**config.mk**
```make
export PLATFORM = sky130hd
export DESIGN_NAME = ex_stage_md
export DESIGN_NICKNAME = d
export VERILOG_FILES = /design/src/rtl/ex_stage_md.sv
export SDC_FILE = /design/constraint.sdc
export NUM_CORES = 2
export LEC_CHECK = 0
export CAP_MARGIN = 20
export CORE_MARGIN = 2
export CORE_UTILIZATION = 55
export CTS_CLUSTER_SIZE = 28
export DETAILED_ROUTE_END_ITERATION = 12
export DONT_BUFFER_PORTS = 1
export GPL_TIMING_DRIVEN = 0
export HOLD_SLACK_MARGIN = 0.03
export PLACE_DENSITY = 0.7
export SYNTH_ARGS = -nofsm -noshare
export SYNTH_HDL_FRONTEND = slang
export SYNTH_SLANG_ARGS = --single-unit
export TNS_END_PERCENT = 100
```
**constraint.sdc**
```tcl
create_clock -name clk -period 8.8 [get_ports clk]
set_clock_uncertainty 0.05 [all_clocks]
set_input_delay 0.88 -clock clk [delete_from_list [all_inputs] [get_ports clk]]
set_output_delay 0.88 -clock clk [all_outputs]
set_load 0.02 [all_outputs]
```
**src/rtl/ex_stage_md.sv**
```systemverilog
// Registered execute stage: forwarding muxes, single-cycle ALU and an iterative
// RV32M multiply/divide unit; also holds the EX/MEM pipeline register.
module ex_stage_md #(
   parameter int WORD_SIZE = 32,
   parameter int NUM_REGS  = 32,
   parameter int REG_SEL   = $clog2(NUM_REGS),
   parameter int ADDR_SIZE = 10
) (
   input  logic                 clk,
   input  logic                 rst,
   input  logic                 in_valid,
   input  logic                 flush,
   input  logic [ADDR_SIZE-1:0] pc,
   input  logic [WORD_SIZE-1:0] data1,
   input  logic [WORD_SIZE-1:0] wb_forward1,
   input  logic [WORD_SIZE-1:0] mem_forward1,
   input  logic [WORD_SIZE-1:0] data2,
   input  logic [WORD_SIZE-1:0] wb_forward2,
   input  logic [WORD_SIZE-1:0] mem_forward2,
   input  logic [1:0]           sel_forward1,
   input  logic [1:0]           sel_forward2,
   input  logic [WORD_SIZE-1:0] immd,
   input  logic [3:0]           alu_op,
   input  logic                 alu_src,
   input  logic                 md_en,
   input  logic [2:0]           md_op,
   input  logic [REG_SEL-1:0]   rd,
   input  logic [1:0]           data_size,
   input  logic                 data_sign,
   output logic                 busy,
   output logic                 out_valid,
   output logic [WORD_SIZE-1:0] result,
   output logic [WORD_SIZE-1:0] save_data,
   output logic                 zero,
   output logic [ADDR_SIZE-1:0] branch_target,
   output logic [REG_SEL-1:0]   rd_out,
   output logic [1:0]           data_size_out,
   output logic                 data_sign_out
);

   localparam int W     = WORD_SIZE;
   localparam int CNT_W = $clog2(WORD_SIZE);
   localparam int SH_W  = $clog2(WORD_SIZE);
   localparam logic [CNT_W-1:0] CNT_LAST = CNT_W'(WORD_SIZE - 1);

   localparam logic [3:0] ALU_ADD  = 4'd0;
   localparam logic [3:0] ALU_SUB  = 4'd1;
   localparam logic [3:0] ALU_AND  = 4'd2;
   localparam logic [3:0] ALU_OR   = 4'd3;
   localparam logic [3:0] ALU_XOR  = 4'd4;
   localparam logic [3:0] ALU_SLL  = 4'd5;
   localparam logic [3:0] ALU_SRL  = 4'd6;
   localparam logic [3:0] ALU_SRA  = 4'd7;
   localparam logic [3:0] ALU_SLT  = 4'd8;
   localparam logic [3:0] ALU_SLTU = 4'd9;
   localparam logic [3:0] ALU_PASS = 4'd10;

   localparam logic [2:0] MD_MUL    = 3'd0;
   localparam logic [2:0] MD_MULH   = 3'd1;
   localparam logic [2:0] MD_MULHSU = 3'd2;
   localparam logic [2:0] MD_MULHU  = 3'd3;
   localparam logic [2:0] MD_DIV    = 3'd4;
   localparam logic [2:0] MD_DIVU   = 3'd5;

   typedef enum logic [1:0] {IDLE, ITER, FIX} state_t;

   state_t state_q, state_d;

   logic [W-1:0]         fwd1, fwd2, alu_b, alu_res;
   logic [SH_W-1:0]      shamt;
   logic [ADDR_SIZE-1:0] imm_addr, bt;
   logic                 accept;

   // Iterative unit state: hi/lo double as product (mul) or remainder/quotient (div)
   logic [W-1:0]         hi_q, lo_q, opnd_q;
   logic [CNT_W-1:0]     cnt_q;
   logic [2:0]           md_op_q;
   logic                 sign1_q, sign2_q, dz_q;
   logic [W-1:0]         pend_save_q;
   logic [ADDR_SIZE-1:0] pend_bt_q;
   logic [REG_SEL-1:0]   pend_rd_q;
   logic [1:0]           pend_size_q;
   logic                 pend_sign_q;

   logic                 op1_signed, op2_signed, s1, s2;
   logic [W-1:0]         a_abs, b_abs;
   logic [W:0]           mul_sum, div_sh, div_diff;
   logic                 div_ok;
   logic [2*W-1:0]       prod, prod_fix;
   logic [W-1:0]         quo, rem, md_res;

   logic                 out_valid_q, zero_q, data_sign_q;
   logic [W-1:0]         result_q, save_data_q;
   logic [ADDR_SIZE-1:0] branch_target_q;
   logic [REG_SEL-1:0]   rd_q;
   logic [1:0]           data_size_q;

   // NOTE: every always_comb output gets a default first so no path can infer a latch.
   always_comb begin
      fwd1 = data1;
      fwd2 = data2;
      case (sel_forward1)
         2'd1:    fwd1 = mem_forward1;
         2'd2:    fwd1 = wb_forward1;
         default: fwd1 = data1;
      endcase
      case (sel_forward2)
         2'd1:    fwd2 = mem_forward2;
         2'd2:    fwd2 = wb_forward2;
         default: fwd2 = data2;
      endcase
   end

   assign alu_b    = alu_src ? immd : fwd2;
   assign shamt    = alu_b[SH_W-1:0];
   assign imm_addr = ADDR_SIZE'({immd, 2'b00});
   assign bt       = pc + imm_addr;
   assign busy     = (state_q != IDLE);
   assign accept   = in_valid && !busy && !flush;

   always_comb begin
      alu_res = '0;
      case (alu_op)
         ALU_ADD:  alu_res = fwd1 + alu_b;
         ALU_SUB:  alu_res = fwd1 - alu_b;
         ALU_AND:  alu_res = fwd1 & alu_b;
         ALU_OR:   alu_res = fwd1 | alu_b;
         ALU_XOR:  alu_res = fwd1 ^ alu_b;
         ALU_SLL:  alu_res = fwd1 << shamt;
         ALU_SRL:  alu_res = fwd1 >> shamt;
         ALU_SRA:  alu_res = $signed(fwd1) >>> shamt;
         ALU_SLT:  alu_res = W'($signed(fwd1) < $signed(alu_b));
         ALU_SLTU: alu_res = W'(fwd1 < alu_b);
         ALU_PASS: alu_res = alu_b;
         default:  alu_res = '0;
      endcase
   end

   // Operand conditioning at capture: magnitudes plus sign flags
   assign op1_signed = (md_op != MD_MULHU) && (md_op != MD_DIVU) && (md_op != 3'd7);
   assign op2_signed = (md_op == MD_MUL) || (md_op == MD_MULH) ||
                       (md_op == MD_DIV) || (md_op == 3'd6);
   assign s1    = op1_signed && fwd1[W-1];
   assign s2    = op2_signed && fwd2[W-1];
   assign a_abs = s1 ? -fwd1 : fwd1;
   assign b_abs = s2 ? -fwd2 : fwd2;

   assign mul_sum  = {1'b0, hi_q} + (lo_q[0] ? {1'b0, opnd_q} : '0);
   assign div_sh   = {hi_q, lo_q[W-1]};
   assign div_diff = div_sh - {1'b0, opnd_q};
   assign div_ok   = !div_diff[W];

   // Sign fix-up; the most-negative / -1 case falls out naturally (|q| = 2^(W-1), positive sign)
   assign prod     = {hi_q, lo_q};
   assign prod_fix = (sign1_q ^ sign2_q) ? -prod : prod;
   assign quo      = dz_q ? '1 : ((sign1_q ^ sign2_q) ? -lo_q : lo_q);
   assign rem      = sign1_q ? -hi_q : hi_q;

   always_comb begin
      md_res = rem;
      case (md_op_q)
         MD_MUL:                        md_res = prod_fix[W-1:0];
         MD_MULH, MD_MULHSU, MD_MULHU:  md_res = prod_fix[2*W-1:W];
         MD_DIV, MD_DIVU:               md_res = quo;
         default:                       md_res = rem;
      endcase
   end

   always_comb begin
      state_d = state_q;
      case (state_q)
         IDLE:    if (accept && md_en) state_d = ITER;
         ITER:    if (cnt_q == CNT_LAST) state_d = FIX;
         FIX:     state_d = IDLE;
         default: state_d = IDLE;
      endcase
      if (flush) state_d = IDLE;
   end

   always_ff @(posedge clk) begin
      if (rst) state_q <= IDLE;
      else     state_q <= state_d;
   end

   // NOTE: datapath registers carry no reset; they are always loaded at accept before use.
   always_ff @(posedge clk) begin
      if (accept && md_en) begin
         hi_q        <= '0;
         lo_q        <= md_op[2] ? a_abs : b_abs;
         opnd_q      <= md_op[2] ? b_abs : a_abs;
         cnt_q       <= '0;
         md_op_q     <= md_op;
         sign1_q     <= s1;
         sign2_q     <= s2;
         dz_q        <= (fwd2 == '0);
         pend_save_q <= fwd2;
         pend_bt_q   <= bt;
         pend_rd_q   <= rd;
         pend_size_q <= data_size;
         pend_sign_q <= data_sign;
      end else if (state_q == ITER) begin
         cnt_q <= cnt_q + 1'b1;
         if (md_op_q[2]) begin
            hi_q <= div_ok ? div_diff[W-1:0] : div_sh[W-1:0];
            lo_q <= {lo_q[W-2:0], div_ok};
         end else begin
            hi_q <= mul_sum[W:1];
            lo_q <= {mul_sum[0], lo_q[W-1:1]};
         end
      end
   end

   always_ff @(posedge clk) begin
      if (rst || flush) begin
         out_valid_q     <= 1'b0;
         result_q        <= '0;
         zero_q          <= 1'b0;
         save_data_q     <= '0;
         branch_target_q <= '0;
         rd_q            <= '0;
         data_size_q     <= '0;
         data_sign_q     <= 1'b0;
      end else begin
         out_valid_q <= 1'b0;
         if (accept && !md_en) begin
            out_valid_q     <= 1'b1;
            result_q        <= alu_res;
            zero_q          <= (alu_res == '0);
            save_data_q     <= fwd2;
            branch_target_q <= bt;
            rd_q            <= rd;
            data_size_q     <= data_size;
            data_sign_q     <= data_sign;
         end else if (state_q == FIX) begin
            out_valid_q     <= 1'b1;
            result_q        <= md_res;
            zero_q          <= (md_res == '0);
            save_data_q     <= pend_save_q;
            branch_target_q <= pend_bt_q;
            rd_q            <= pend_rd_q;
            data_size_q     <= pend_size_q;
            data_sign_q     <= pend_sign_q;
         end
      end
   end

   assign out_valid     = out_valid_q;
   assign result        = result_q;
   assign zero          = zero_q;
   assign save_data     = save_data_q;
   assign branch_target = branch_target_q;
   assign rd_out        = rd_q;
   assign data_size_out = data_size_q;
   assign data_sign_out = data_sign_q;

endmodule

```
==> run_summary.xml <==
<?xml version="1.0" encoding="UTF-8"?>
<metrics>
  <group name="detailed_routing">
    <metric name="total_iterations_of_the_first_detailed_routing_run" unit="">13</metric>
    <metric name="route.detailed.drc" unit="">0</metric>
    <metric name="num_vias" unit="">33000</metric>
    <metric name="wl_final" unit="um">143000</metric>
    <metric name="wl_per_cell" unit="um">32.0</metric>
    <metric name="route.detailed.vias_per_inst" unit="">7.37</metric>
    <metric name="first_iter_violations" unit="">5912</metric>
    <metric name="antenna_violating_nets_post_route" unit="">0</metric>
  </group>
  <group name="critical_path">
    <metric name="cp_top_family" unit="">compound AO/OA/AOI/OAI gates</metric>
    <metric name="cpMaxStageDelayCell" unit="">sky130_fd_sc_hd__a2111oi_0</metric>
    <metric name="timing.setup.critical_path_class" unit="">input pin to register</metric>
    <metric name="timing.critical_path.from_type" unit="">input pin</metric>
    <metric name="critical_path_buf_inv_count" unit="">8</metric>
    <metric name="critPathMaxStageDelay" unit="ps">830</metric>
    <metric name="critPathMostFrequentCell" unit="">sky130_fd_sc_hd__clkbuf_1</metric>
    <metric name="critical_path.endpoint_type" unit="">register</metric>
    <metric name="critPathRequiredTime" unit="ps">9240</metric>
    <metric name="cp.arrival" unit="ps">9240</metric>
    <metric name="crit_fanout" unit="">11</metric>
  </group>
  <group name="clock_tree">
    <metric name="inserted_clock_buffers" unit="">28</metric>
    <metric name="cts_repair_resize_count" unit="">0</metric>
    <metric name="worst_skew_pair.late_latency" unit="ps">620</metric>
    <metric name="holdBufCountCts" unit="">0</metric>
    <metric name="cts.htree.levels" unit="">1</metric>
    <metric name="post_cts.repair.setup_buffers" unit="">0</metric>
    <metric name="cts_max_path_buffers" unit="">3</metric>
    <metric name="tritoncts_clock_tree" unit="">built</metric>
    <metric name="cts.sinks" unit="">243</metric>
    <metric name="clk_pin_slew_worst_paths" unit="ps">70</metric>
    <metric name="ctsRootBufferMaster" unit="">sky130_fd_sc_hd__clkbuf_16</metric>
  </group>
  <group name="synth">
    <metric name="ys_warn_count" unit="">0</metric>
    <metric name="synth-xor-area-share" unit="%">6.33</metric>
    <metric name="synth_compound_gate_area_share" unit="%">30.9</metric>
    <metric name="synth-async-reset-ratio" unit="%">0</metric>
    <metric name="synth.cell_area" unit="sq um">28100</metric>
    <metric name="seq_area_frac_synth" unit="%">21.6</metric>
    <metric name="muxShareOfSynthArea" unit="%">8.86</metric>
    <metric name="synthTopCellsByCount" unit="">sky130_fd_sc_hd__nor2_1 (364), sky130_fd_sc_hd__nand2_1 (348), sky130_fd_sc_hd__a21oi_1 (306), sky130_fd_sc_hd__o21ai_0 (260), sky130_fd_sc_hd__mux2i_1 (217)</metric>
    <metric name="synthDominantAreaCellType" unit="">sky130_fd_sc_hd__edfxtp_1</metric>
    <metric name="netlist.area_leader.share" unit="%">12.8</metric>
    <metric name="largest_family_of_logic_cells_by_synthesized_area" unit="">compound AO/OA/AOI/OAI gates</metric>
    <metric name="synthesis.area_per_instance" unit="sq um">7.56</metric>
    <metric name="cells_after_synthesis" unit="">3717</metric>
    <metric name="synthesis.nets" unit="">4166</metric>
    <metric name="count_of_flip_flops_with_a_built_in_enable_after_synthesis" unit="">120</metric>
    <metric name="dominantRegCellSynth" unit="">sky130_fd_sc_hd__dfxtp_1</metric>
    <metric name="synth-adder-area-share" unit="%">8.60</metric>
    <metric name="netlist_top_cells_area" unit="">sky130_fd_sc_hd__edfxtp_1 (13%), sky130_fd_sc_hd__dfxtp_1 (8.8%), sky130_fd_sc_hd__ha_1 (8.2%)</metric>
    <metric name="postSynthRegisterBits" unit="">243</metric>
    <metric name="yosys.cell_count.top_type" unit="">sky130_fd_sc_hd__nor2_1</metric>
    <metric name="synthesized_area_fraction_occupied_by_and_or_nand_nor_cells" unit="%">17.4</metric>
    <metric name="post_synth_num_cell_types" unit="">91</metric>
  </group>
  <group name="run_status">
    <metric name="outcome" unit="">finished, final reports clean</metric>
  </group>
  <group name="global_routing">
    <metric name="grt_start_max_net_pins" unit="">56</metric>
    <metric name="globalRoute.totalOverflow" unit="">0</metric>
    <metric name="antenna_violations_before_repair" unit="">8</metric>
    <metric name="via_count_of_the_first_global_routing_pass" unit="">29700</metric>
    <metric name="grt_first_pass_wirelength" unit="um">202000</metric>
    <metric name="global_route.usage.total" unit="%">51.6</metric>
  </group>
  <group name="timing">
    <metric name="rsz0062_at_grt" unit="">no</metric>
    <metric name="finalCritPeriodShare" unit="%">100</metric>
    <metric name="final_critical_path_setup_slack" unit="ps">2.60</metric>
    <metric name="timing.setup.tns" unit="ps">0</metric>
    <metric name="setup-violations-final" unit="">0</metric>
    <metric name="max_freq" unit="MHz">114</metric>
    <metric name="worst_pin_slew" unit="ps">1260</metric>
    <metric name="hold_ws" unit="ps">308</metric>
    <metric name="finalHoldViolCount" unit="">0</metric>
    <metric name="final_max_slew_viol_count" unit="">0</metric>
    <metric name="slew_headroom" unit="%">15.8</metric>
    <metric name="final_period_minus_worst_setup_slack" unit="ps">8800</metric>
  </group>
  <group name="power_and_ir_drop">
    <metric name="p_leak" unit="nW">12.0</metric>
    <metric name="peak_ir_drop_on_the_vdd_network" unit="mV">0.125</metric>
    <metric name="p_per_area" unit="nW/um^2">178</metric>
  </group>
  <group name="floorplan">
    <metric name="fp.coreArea" unit="sq um">50300</metric>
    <metric name="initial_utilization" unit="%">55.9</metric>
    <metric name="die_h" unit="um">230</metric>
    <metric name="floorplan.die_area" unit="sq um">52900</metric>
    <metric name="floorplan.io_pins" unit="">344</metric>
    <metric name="core.rowCount" unit="">82</metric>
    <metric name="die_w" unit="um">230</metric>
  </group>
  <group name="hold_path">
    <metric name="worst_hold_class" unit="">input pin to register</metric>
  </group>
  <group name="placed_design">
    <metric name="port_buffers" unit="">0</metric>
    <metric name="dpl-instance-area" unit="sq um">29200</metric>
    <metric name="dp.final_hpwl" unit="um">113000</metric>
    <metric name="preCtsSetupSlack" unit="ps">-338</metric>
    <metric name="place.gp.congestion" unit="">1.15</metric>
  </group>
  <group name="final_layout">
    <metric name="drive_above_1_share" unit="%">4.69</metric>
    <metric name="final_design_area_no_fill" unit="sq um">30200</metric>
    <metric name="area_growth_syn_to_layout" unit="%">7.55</metric>
    <metric name="layout.nets" unit="">4224</metric>
    <metric name="post-route-util" unit="%">60.1</metric>
  </group>
  <group name="flow_run">
    <metric name="max_cap_viol_count" unit="">0</metric>
  </group>
</metrics>
==> kinds of logic after synthesis <==
logic type	Yosys count
AOI/OAI and AO/OA	1312
and+or+nand+nor	1081
xor gates and xnor gates	203
DFF	243
adders and majority gates	190
buffers and inverters	447
muxes	241
==> sequential cells by signal, summed over array words and instances, names as in the netlist, 3 cells and up <==
register,count
branch_target,10
cnt_q,5
hi_q,32
lo_q,32
md_op_q,3
opnd_q,32
pend_bt_q,10
pend_rd_q,5
pend_save_q,32
rd_out,5
result,32
save_data,32
==> final timing paths <==
| kind | startpoint | to | slack, ps | cells after the start |
|---|---|---|---|---|
| worst max register to register | lo_q[31] | lo_q[0] | 2100 | 18 |
| worst min register to register | cnt_q[4] | cnt_q[4] | 420 | 2 |
| worst min-delay path | md_op[2] | md_op_q[2] | 310 | 0 |
| worst max-delay path | sel_forward2[0] | zero | 3 | 25 |
==> final cells by class <==
type,instances,area (sq um)
multi-input combinational,3027,20300
buffer,258,1050
tap,672,841
antenna,4,10.0
clock inverter,12,128
sequential,243,6070
fill,4797,20100
inverter,189,714
timing repair buffer,28,279
clock buffer,40,807
==> layer usage <==
metal	vias up	GRT usage, %	wire [um]
met5	-	0	163
met4	16	38.5	14400
met3	727	16.7	20000
met2	2814	75.7	58100
met1	15500	62.8	50500
li1	14000	-	-
==> where the power goes <==
group | switching (W) | internal (W)
clock | 0.000536 | 0.000673
sequential | 0.0000898 | 0.00126
combinational | 0.00193 | 0.000891
==> placed cells by master (no fill, tap or decap), drive strengths merged, types with 26 or more instances in the layout <==
cell type,n
o22ai,40
xnor2,136
a21oi,306
nor2,364
clkbuf,234
nor2b,29
a211oi,34
mux2i,219
a31oi,41
o21ai,305
nand2,348
nor3,76
o211ai,44
o31ai,45
ha,185
nand3,66
nand2b,43
a21o,62
dfxtp,123
nor4,26
o21a,27
edfxtp,120
xor2,67
a221o,30
a22oi,115
inv,186
o221ai,37
buf,92
a221oi,81
==> per-stage QoR <==
step	cells	power (W)
detailed placement	4409	0.00398
finish	4473	0.00538
global placement	4389	0.00396
CTS	4461	0.00517
global route	4470	0.00551
floorplan	3717	0.00310
Note: power is estimated with default switching activity, not from simulation.
